**src/rtl/fifo_flex_pkg.sv**
```systemverilog
// fifo_flex_pkg: shared types and helpers for the flexible single-clock FIFO.
package fifo_flex_pkg;

    // Widest count any instance may need; per-instance counts use a narrower local type.
    localparam int unsigned MaxCountW = 32;
    typedef logic [MaxCountW-1:0] count_wide_t;

    // Bits needed to represent 0..depth inclusive (a full FIFO holds exactly depth).
    function automatic int unsigned clog2_count(input int unsigned depth);
        return $clog2(depth + 1);
    endfunction

    // Pointer advance with explicit wrap at depth-1, so non-power-of-two depths work.
    function automatic int unsigned ptr_inc(input int unsigned ptr, input int unsigned depth);
        return (ptr >= depth - 1) ? 32'd0 : ptr + 32'd1;
    endfunction

endpackage

```
**src/rtl/fifo_flex_ram.sv**
```systemverilog
// fifo_flex_ram: simple dual-port RAM, one write port and one registered read port.
// The storage array is never cleared; only the read register resets.
module fifo_flex_ram #(
    parameter int unsigned WIDTH = 16,
    parameter int unsigned DEPTH = 32,
    localparam int unsigned AW   = $clog2(DEPTH)
) (
    input  logic             clk,
    input  logic             rst_n,
    input  logic             we,
    input  logic [AW-1:0]    waddr,
    input  logic [WIDTH-1:0] wdata,
    input  logic             re,
    input  logic [AW-1:0]    raddr,
    output logic [WIDTH-1:0] rdata
);

    logic [WIDTH-1:0] mem [DEPTH];

    // Write port: store on enable.
    always_ff @(posedge clk) begin
        if (we) begin
            mem[waddr] <= wdata;
        end
    end

    // Read port: one-cycle latency, holds its value when not reading.
    always_ff @(posedge clk or negedge rst_n) begin
        if (!rst_n) begin
            rdata <= '0;
        end else if (re) begin
            rdata <= mem[raddr];
        end
    end

endmodule

```
**src/rtl/fifo_flex.sv**
```systemverilog
// fifo_flex: single-clock FIFO with arbitrary depth, optional first-word-fall-through,
// occupancy count, programmable almost flags and sticky overflow/underflow.
module fifo_flex
    import fifo_flex_pkg::*;
#(
    parameter int unsigned WIDTH     = 16,
    parameter int unsigned DEPTH     = 32,
    parameter int unsigned FWFT      = 0,
    parameter int unsigned AF_THRESH = DEPTH - 2,
    parameter int unsigned AE_THRESH = 2,
    localparam int unsigned CntW     = clog2_count(DEPTH)
) (
    input  logic             clk,
    input  logic             rst_n,
    input  logic             wr_en,
    input  logic [WIDTH-1:0] wr_data,
    output logic             full,
    output logic             almost_full,
    input  logic             rd_en,
    output logic [WIDTH-1:0] rd_data,
    output logic             empty,
    output logic             almost_empty,
    output logic [CntW-1:0]  count,
    output logic             overflow,
    output logic             underflow
);

    localparam int unsigned PtrW = $clog2(DEPTH);

    typedef logic [CntW-1:0] count_t;

    localparam count_t CntFull  = count_t'(DEPTH);
    localparam count_t AfThresh = count_t'(AF_THRESH);
    localparam count_t AeThresh = count_t'(AE_THRESH);

    logic [PtrW-1:0]  wr_ptr_q, wr_ptr_d;
    logic [PtrW-1:0]  rd_ptr_q, rd_ptr_d;
    count_t           cnt_q, cnt_d;
    logic [WIDTH-1:0] byp_q, byp_d;
    logic             src_ram_q, src_ram_d;
    logic             overflow_q, underflow_q;
    logic             valid_wr, valid_rd;
    logic             ram_we, ram_re;
    logic [WIDTH-1:0] ram_rdata;

    // In FWFT mode cnt_q is total occupancy including the presented word,
    // so the same flag equations serve both modes.
    assign full         = (cnt_q == CntFull);
    assign empty        = (cnt_q == '0);
    assign almost_full  = (cnt_q >= AfThresh);
    assign almost_empty = (cnt_q <= AeThresh);
    assign count        = cnt_q;
    assign overflow     = overflow_q;
    assign underflow    = underflow_q;

    assign valid_wr = wr_en && !full;
    assign valid_rd = rd_en && !empty;

    // FWFT presents either the bypass register or the RAM read register.
    assign rd_data = ((FWFT != 0) && !src_ram_q) ? byp_q : ram_rdata;

    // Next-state: pointers, occupancy, RAM strobes and FWFT output source.
    always_comb begin
        wr_ptr_d  = wr_ptr_q;
        rd_ptr_d  = rd_ptr_q;
        byp_d     = byp_q;
        src_ram_d = src_ram_q;
        ram_we    = 1'b0;
        ram_re    = 1'b0;

        if (FWFT == 0) begin
            ram_we = valid_wr;
            ram_re = valid_rd;
            if (valid_wr) begin
                wr_ptr_d = PtrW'(ptr_inc(32'(wr_ptr_q), DEPTH));
            end
            if (valid_rd) begin
                rd_ptr_d = PtrW'(ptr_inc(32'(rd_ptr_q), DEPTH));
            end
        end else begin
            // RAM holds the words behind the presented one. A write that would become
            // the presented word next cycle skips the RAM to avoid its read latency.
            if (valid_wr && (empty || (cnt_q == count_t'(1) && valid_rd))) begin
                byp_d     = wr_data;
                src_ram_d = 1'b0;
            end else if (valid_wr) begin
                ram_we   = 1'b1;
                wr_ptr_d = PtrW'(ptr_inc(32'(wr_ptr_q), DEPTH));
            end
            // Popping with more words behind: fetch the next one from RAM.
            if (valid_rd && cnt_q >= count_t'(2)) begin
                ram_re    = 1'b1;
                rd_ptr_d  = PtrW'(ptr_inc(32'(rd_ptr_q), DEPTH));
                src_ram_d = 1'b1;
            end
        end

        unique case ({valid_wr, valid_rd})
            2'b10:   cnt_d = cnt_q + 1'b1;
            2'b01:   cnt_d = cnt_q - 1'b1;
            default: cnt_d = cnt_q;
        endcase
    end

    // State registers; reset discards contents but leaves the RAM array alone.
    always_ff @(posedge clk or negedge rst_n) begin
        if (!rst_n) begin
            wr_ptr_q    <= '0;
            rd_ptr_q    <= '0;
            cnt_q       <= '0;
            byp_q       <= '0;
            src_ram_q   <= 1'b0;
            overflow_q  <= 1'b0;
            underflow_q <= 1'b0;
        end else begin
            wr_ptr_q    <= wr_ptr_d;
            rd_ptr_q    <= rd_ptr_d;
            cnt_q       <= cnt_d;
            byp_q       <= byp_d;
            src_ram_q   <= src_ram_d;
            overflow_q  <= overflow_q | (wr_en & full);
            underflow_q <= underflow_q | (rd_en & empty);
        end
    end

    fifo_flex_ram #(
        .WIDTH(WIDTH),
        .DEPTH(DEPTH)
    ) u_ram (
        .clk  (clk),
        .rst_n(rst_n),
        .we   (ram_we),
        .waddr(wr_ptr_q),
        .wdata(wr_data),
        .re   (ram_re),
        .raddr(rd_ptr_q),
        .rdata(ram_rdata)
    );

    a_wr_not_full: assert property (@(posedge clk) disable iff (!rst_n) valid_wr |-> !full);
    a_rd_not_empty: assert property (@(posedge clk) disable iff (!rst_n) valid_rd |-> !empty);
    a_count_range: assert property (@(posedge clk) disable iff (!rst_n) cnt_q <= CntFull);
    a_full_not_empty: assert property (@(posedge clk) disable iff (!rst_n) full |-> !empty);
    a_count_known: assert property (@(posedge clk) rst_n |-> !$isunknown(count));

endmodule

```
**config.mk**
```make
export PLATFORM = sky130hd
export DESIGN_NAME = fifo_flex
export DESIGN_NICKNAME = d
export VERILOG_FILES = /design/src/rtl/fifo_flex_pkg.sv /design/src/rtl/fifo_flex_ram.sv /design/src/rtl/fifo_flex.sv
export SDC_FILE = /design/constraint.sdc
export NUM_CORES = 1
export LEC_CHECK = 0
export CAP_MARGIN = 5
export CORE_MARGIN = 1.5
export CORE_UTILIZATION = 30
export DETAILED_ROUTE_END_ITERATION = 10
export DONT_BUFFER_PORTS = 1
export PLACE_DENSITY = 0.41
export REMOVE_ABC_BUFFERS = 1
export SETUP_SLACK_MARGIN = 0.3
export SLEW_MARGIN = 10
export SYNTH_ARGS = -nofsm -noshare
export SYNTH_HDL_FRONTEND = slang
export SYNTH_SLANG_ARGS = --single-unit
```
**constraint.sdc**
```tcl
create_clock -name clk -period 6 [get_ports clk]
set_clock_uncertainty 0.05 [all_clocks]
set_input_delay 0.6 -clock clk [delete_from_list [all_inputs] [get_ports clk]]
set_output_delay 0.6 -clock clk [all_outputs]
set_load 0.01 [all_outputs]
```
==> metrics.csv, run 1 <==
stage,metric,value,unit
power_and_ir_drop,Lkg Pwr,8.039,nW
clock_network,clk_lat worst skew,0.61,ns
clock_network,Clock H-tree levels,2,
power_and_ir_drop,switching share of power,30.66,%
timing,Slew @ Worst Pin,1.044,ns
setup_path,Worst EP arrival,4.12,ns
timing,fin crit share,60.61,%
setup_path,Crit path largest cell delay,0.63,ns
run_status,status,finished clean,
timing,post-layout minimum cycle time,3.637,ns
route,antenna-violating nets left,0,
clock_network,clk buf depth,3,
power_and_ir_drop,Tot Pwr,10.98,mW
finish,Area Overhead vs Synth,15.88,%
die,Die Y-Extent,270.8,µm
route,TritonRoute pass-1 iters,5,
clock_network,Worst-path clk slew,0.06,ns
place,port bufs,0,
power_and_ir_drop,Sw Pwr,3.365,mW
setup_path,worst path required time,6.49,ns
setup_path,critical path type,register to register,
power_and_ir_drop,power density cells,440.1,nW/µm²
timing,fmax,275.0,MHz
global_route,total congestion overflow,0,
power_and_ir_drop,peak supply drop,0.0002082,V
global_route,initial antenna violation count,3,
timing,Max-slew headroom,30.32,%
yosys,Seq cells post-synth,546,
setup_path,WP buf/inv,1,
finish,ratio of cells with drive above 1 in the final layout,19.08,%
clock_network,"Gates resized, CTS repair",0,
clock_network,clock root buffer,clkbuf_16,
setup_path,ordered cell list for the critical path,"nor2_1, and3_1, nor2b_1, inv_1, ha_1, xor2_1, ha_1, nand2b_1, a21oi_1, a21oi_1, a21oi_1, xor2_1",
place,post-place setup slack,2.449,ns
route,via count,10730,
die,core area,71240,µm²
setup_path,Worst Setup End Kind,register,
power_and_ir_drop,Clock Power Share,32.6,%
die,Starting Density,30.20,%
clock_network,clk sinks,546,
global_route,first-pass GRT wire length,82.63,mm
setup_path,CP top delay family,simple AND/OR/NAND/NOR gates,
timing,Final setup viols,0,
finish,fin util,35.00,%
route,Wirelength per Cell,26.16,µm
global_route,largest net degree at the start of global routing,81,
yosys,Avg Inst Size Synth,18.68,µm²
timing,final-report hold violation count,0,
timing,RSZ-0062 raised after global routing,false,
clock_network,CTS Buf Count,58,
route,DRC,0,
timing,worst hold margin,0.04322,ns
clock_network,setup bufs post-CTS,0,
finish,Final nets,1239,
yosys,Post-synth top flop,edfxtp_1,
timing,Final WS setup,2.363,ns
route,Via density,4.856,
global_route,GRT Overall Usage,15.78,%
die,full die area,73340,µm²
setup_path,CP max FO,11,
global_route,vias in the first global route,11180,
hold_path,Hold WC Path Type,input port to register,
power_and_ir_drop,combinational share of power,23.2,%
power_and_ir_drop,Seq pwr share,44.2,%
die,# rows,98,
power_and_ir_drop,Pint,7.610,mW
setup_path,Worst Setup Start Kind,register,
setup_path,CP max stage cell,dfrtp_1,
yosys,Cells after Synth,1152,
yosys,"Cell Area, Synth",21520,µm²
place,routability-driven placement congestion ratio,0.8048,
yosys,Synth async-reset ratio,6.227,%
route,Detailed Route WL,57.78,mm
yosys,Yosys cell types,45,
flow_run,Max Cap Viol,0,
setup_path,Most common cell on crit path,a21oi_1,
yosys,"EDFF count, synth",512,
yosys,Yosys warnings,0,
die,IO Count,48,
yosys,sequential area share after synthesis,75.40,%
place,DP HPWL,31.48,mm
timing,Final Max Tran Viols,0,
clock_network,# hold bufs at CTS,23,
route,DRT iter0 DRCs,831,
clock_network,CTS tree,done,
timing,Setup TNS,0,ns
die,DIE WIDTH,270.8,µm
[cell families after synthesis]
family | Yosys count | share of synthesized area, %
AO/OA/AOI/OAI | 152 | 4.954
XOR/XNOR | 8 | 0.3256
adder cells (fa/ha/maj) | 10 | 0.5815
buffers and inverters | 71 | 1.616
flip-flops | 546 | 75.40
multiplexers | 205 | 13.55
AND/OR/NAND/NOR | 160 | 3.564
[area by class of cell]
type,instances,area (µm²)
Clock buffer,75,1577
Clock inverter,34,315.3
Fill cell,6694,46310
Timing Repair Buffer,64,573.1
Tap cell,950,1189
Inverter,4,15.01
Sequential cell,546,16230
Multi-Input combinational cell,535,5030
Antenna cell,1,2.502
[power by group through the flow]
stage	Sequential (mW)	Combinational, mW	Clock [mW]
4_1_cts	4.85	2.61	3.69
6_report	4.85	2.54	3.58
2_1_floorplan	5.05	1.78	0
5_1_grt	4.89	2.74	3.83
3_3_place_gp	4.93	2.56	0
3_5_place_dp	4.93	2.56	0
[path summary, 6_finish.rpt]
| check | from | endpoint | slack, ns | cells after the start |
|---|---|---|---|---|
| max in group asynchronous | rst_n | rd_ptr_q[0] | 5.25 | 2 |
| max | count[0] | count[4] | 2.36 | 12 |
| min in group asynchronous | rst_n | underflow | 0.40 | 2 |
| max reg2reg | count[0] | count[4] | 2.36 | 12 |
| min | wr_data[1] | u_ram.mem[21][1] | 0.04 | 0 |
| min reg2reg | underflow | underflow | 0.48 | 1 |
[stage by stage]
stage	instance area, µm²	std cells
2_1_floorplan	21190	1085
3_3_place_gp	22800	2076
3_5_place_dp	22800	2076
4_1_cts	24930	2208
5_1_grt	24930	2208
6_report	24940	2209
[sequential cells by signal, summed over array words and instances, names as in the netlist]
| register | flops |
|---|---|
| u_ram.mem | 512 |
| u_ram.rdata | 16 |
| count | 6 |
| rd_ptr_q | 5 |
| wr_ptr_q | 5 |
| overflow | 1 |
| underflow | 1 |
[worst register-to-register path, cell delays in order, from the launching register on]
cell and delay (ns):
dfrtp_1 0.63, nor2_1 0.11, and3_1 0.27, nor2b_1 0.59
inv_1 0.39, ha_1 0.45, xor2_1 0.19, ha_1 0.22
nand2b_1 0.14, a21oi_1 0.12, a21oi_1 0.06, a21oi_1 0.20
xor2_1 0.16
[Yosys cell counts (2+ instances only)]
cell / instances / area (µm²)
a21o_1: 2 / 15.01
nor2b_1: 18 / 112.6
nor3_1: 19 / 95.09
buf_6: 2 / 22.52
edfxtp_1: 512 / 15370
inv_1: 4 / 15.01
mux4_2: 69 / 1554
a22o_1: 17 / 148.9
nand2_1: 48 / 180.2
and3_1: 3 / 18.77
dfrtp_1: 34 / 850.8
nand2b_1: 7 / 43.79
a31oi_1: 2 / 12.51
ha_1: 10 / 125.1
nor2_1: 43 / 161.4
a41oi_1: 15 / 131.4
or3_1: 2 / 12.51
buf_2: 35 / 175.2
nand3_1: 4 / 20.02
buf_4: 6 / 45.04
mux2i_1: 135 / 1351
clkbuf_1: 22 / 82.58
nand3b_1: 6 / 45.04
o21ai_0: 22 / 110.1
o21ai_1: 5 / 25.02
or3b_2: 2 / 17.52
o31ai_1: 2 / 15.01
a211oi_1: 15 / 112.6
a22oi_1: 46 / 345.3
buf_1: 2 / 7.510
xor2_1: 7 / 61.31
a21oi_1: 23 / 115.1
[metal layers]
layer | vias to the layer above | routed length [µm] | track usage [%]
met2 | 230 | 27250 | 25.10
li1 | 4769 | - | -
met1 | 5656 | 26430 | 22.04
met5 | - | 0 | 0
met3 | 71 | 2927 | 3.151
met4 | 0 | 1168 | 4.058
[cell usage in the layout, fill, tap and decap left out, types with 10 or more instances in the layout]
| cell | n |
|---|---|
| edfxtp_1 | 512 |
| o21ai_0 | 22 |
| nor2b_1 | 17 |
| clkinv_1 | 11 |
| a22oi_1 | 46 |
| nand2_1 | 48 |
| a21oi_1 | 23 |
| buf_4 | 39 |
| dlygate4sd3_1 | 22 |
| nor2_1 | 10 |
| a41oi_1 | 15 |
| mux4_2 | 69 |
| nor3_1 | 19 |
| dfrtp_1 | 31 |
| clkbuf_1 | 12 |
| mux2i_1 | 135 |
| clkbuf_16 | 59 |
| a211oi_1 | 15 |
| a22o_1 | 17 |
| clkinv_2 | 14 |
| nor2_2 | 33 |
| ha_1 | 10 |
Note: power is estimated with default switching activity, not from simulation.
==> inputs of run 2 (changes only) <==
clock period = 3.8 ns   (was 6 ns; I/O delays follow)
==> metrics.csv, run 2 (synthesis results as in run 1) <==
stage,metric,value,unit
setup_path,reg-to-reg critical path startpoint,rd_ptr_q[0],
clock_network,CTS Buf Count,59,
finish,fin util,35.58,%
run_status,status,finished clean,
setup_path,Worst EP arrival,3.57,ns
place,port bufs,0,
setup_path,Crit path largest cell delay,0.86,ns
die,Die Y-Extent,270.8,µm
clock_network,Worst-path clk slew,0.06,ns
timing,Final setup viols,0,
route,TritonRoute pass-1 iters,4,
finish,Final nets,1267,
route,antenna-violating nets left,0,
setup_path,CP max stage cell,dfrtp_4,
die,# rows,98,
timing,fmax,319.4,MHz
global_route,vias in the first global route,11180,
flow_run,Max Cap Viol,0,
hold_path,start point of the worst hold path,wr_data[3],
global_route,total congestion overflow,0,
clock_network,Clock H-tree levels,2,
route,Detailed Route WL,56.73,mm
timing,post-layout minimum cycle time,3.131,ns
route,via count,10850,
route,DRC,0,
die,DIE WIDTH,270.8,µm
die,IO Count,48,
clock_network,"Gates resized, CTS repair",0,
timing,Slew @ Worst Pin,0.9394,ns
clock_network,clk buf depth,3,
clock_network,setup bufs post-CTS,0,
clock_network,clk sinks,546,
finish,fillcell total,6649,
clock_network,clock root buffer,clkbuf_16,
hold_path,hold depth,1,
setup_path,Worst Setup Start Kind,register,
setup_path,worst r2r path cells,6,
setup_path,Worst Setup End Kind,register,
global_route,GRT Overall Usage,15.53,%
place,routability-driven placement congestion ratio,0.7949,
setup_path,CP max FO,29,
setup_path,critical path type,register to register,
clock_network,# hold bufs at CTS,22,
setup_path,Worst R2R Setup Slack,0.67,ns
hold_path,hold endpoint,u_ram.mem[6][3],
route,Via density,4.849,
power_and_ir_drop,peak supply drop,0.0003329,V
setup_path,reg2reg end,u_ram.rdata[4],
finish,ratio of cells with drive above 1 in the final layout,21.32,%
timing,fin crit share,82.39,%
place,Area after DPL,23050,µm²
timing,worst hold margin,0.02962,ns
finish,Area Overhead vs Synth,17.78,%
global_route,largest net degree at the start of global routing,40,
route,Wirelength per Cell,25.36,µm
finish,register bank with the most flops,u_ram.mem,
finish,Final Cell Area,25340,µm²
hold_path,Hold WC Path Type,input port to register,
finish,most frequent cells in the layout,"edfxtp_1, mux2i_1, mux4_2, buf_4, clkbuf_16",
die,Starting Density,30.20,%
die,core area,71240,µm²
finish,"most common cell after layout, fill and taps aside",edfxtp_1,
route,DRT iter0 DRCs,866,
power_and_ir_drop,Lkg Pwr,8.266,nW
timing,RSZ-0062 raised after global routing,false,
setup_path,ordered cell list for the critical path,"buf_4, mux4_2, nor2b_1, a211oi_1, nor3_1, a22o_1",
clock_network,CTS tree,done,
timing,Setup TNS,0,ns
timing,Final Max Tran Viols,0,
power_and_ir_drop,power density cells,696.6,nW/µm²
finish,max FFs per register,512,
timing,Max-slew headroom,36.89,%
clock_network,clk_lat worst skew,0.61,ns
power_and_ir_drop,Tot Pwr,17.66,mW
setup_path,worst path required time,4.24,ns
global_route,first-pass GRT wire length,81.92,mm
global_route,initial antenna violation count,1,
die,full die area,73340,µm²
timing,final-report hold violation count,0,
place,DP HPWL,33.21,mm
==> run 2: cell types whose count changed in the layout (fill, tap and decap cells not counted) <==
cell,delta
buf_4,+25
buf_12,+19
dlygate4sd3_1,-17
clkinv_1,+6
clkinv_2,-6
clkbuf_1,+4
clkbuf_8,-4
clkbuf_16,+2
clkinvlp_4,-2
bufinv_16,+1
diode_2,+1
inv_6,-1
==> run 2: power breakdown <==
group	total [mW]	internal, mW	switching (mW)
clock network	5.70	3.38	2.32
registers	7.61	7.06	0.552
logic	4.34	1.80	2.54
==> run 2: final cells by class <==
type,instances,area (µm²),share of cell area [%]
diodes,2,5.005,0.01975
inverters,4,15.01,0.05924
clock inverters,32,314.1,1.239
clock buffers,77,1587,6.260
well taps,950,1189,4.690
flip-flops and latches,546,16230,64.06
repair buffers,91,970.9,3.831
multi-input cells,535,5030,19.85
==> run 2: critical path: cells and delay by family, from the launching register on <==
kind / cells / cell delay, ns
flip-flops: 1 / 0.86
AO/OA/AOI/OAI: 2 / 0.85
multiplexers: 1 / 0.51
AND/OR/NAND/NOR: 2 / 0.41
buffers and inverters: 1 / 0.32
==> run 2: metrics by stage <==
stage | cells | setup slack [ns]
2_1_floorplan | 1085 | -3.121
3_3_place_gp | 2104 | 0.6320
3_5_place_dp | 2104 | 0.6390
4_1_cts | 2235 | 0.6315
5_1_grt | 2235 | 0.4756
6_report | 2237 | 0.6693
==> run 2: worst max-delay path by stage <==
stage | end | start | depth (start not counted)
6_report | u_ram.rdata[4] | rd_ptr_q[0] | 6
2_1_floorplan | rd_ptr_q[3] | rd_ptr_q[1] | 6
3_5_place_dp | u_ram.rdata[4] | rd_ptr_q[0] | 6
4_1_cts | u_ram.rdata[4] | rd_ptr_q[0] | 6
3_3_place_gp | u_ram.rdata[4] | rd_ptr_q[0] | 6
5_1_grt | count[4] | count[0] | 13
==> run 2: routing by layer <==
metal | vias to the layer above | GRT usage [%] | wire, µm
li1 | 4818 | - | -
met1 | 5771 | 21.53 | 26180
met2 | 189 | 24.89 | 26870
met3 | 69 | 3.133 | 2607
met4 | 0 | 3.925 | 1076
met5 | - | 0 | 0
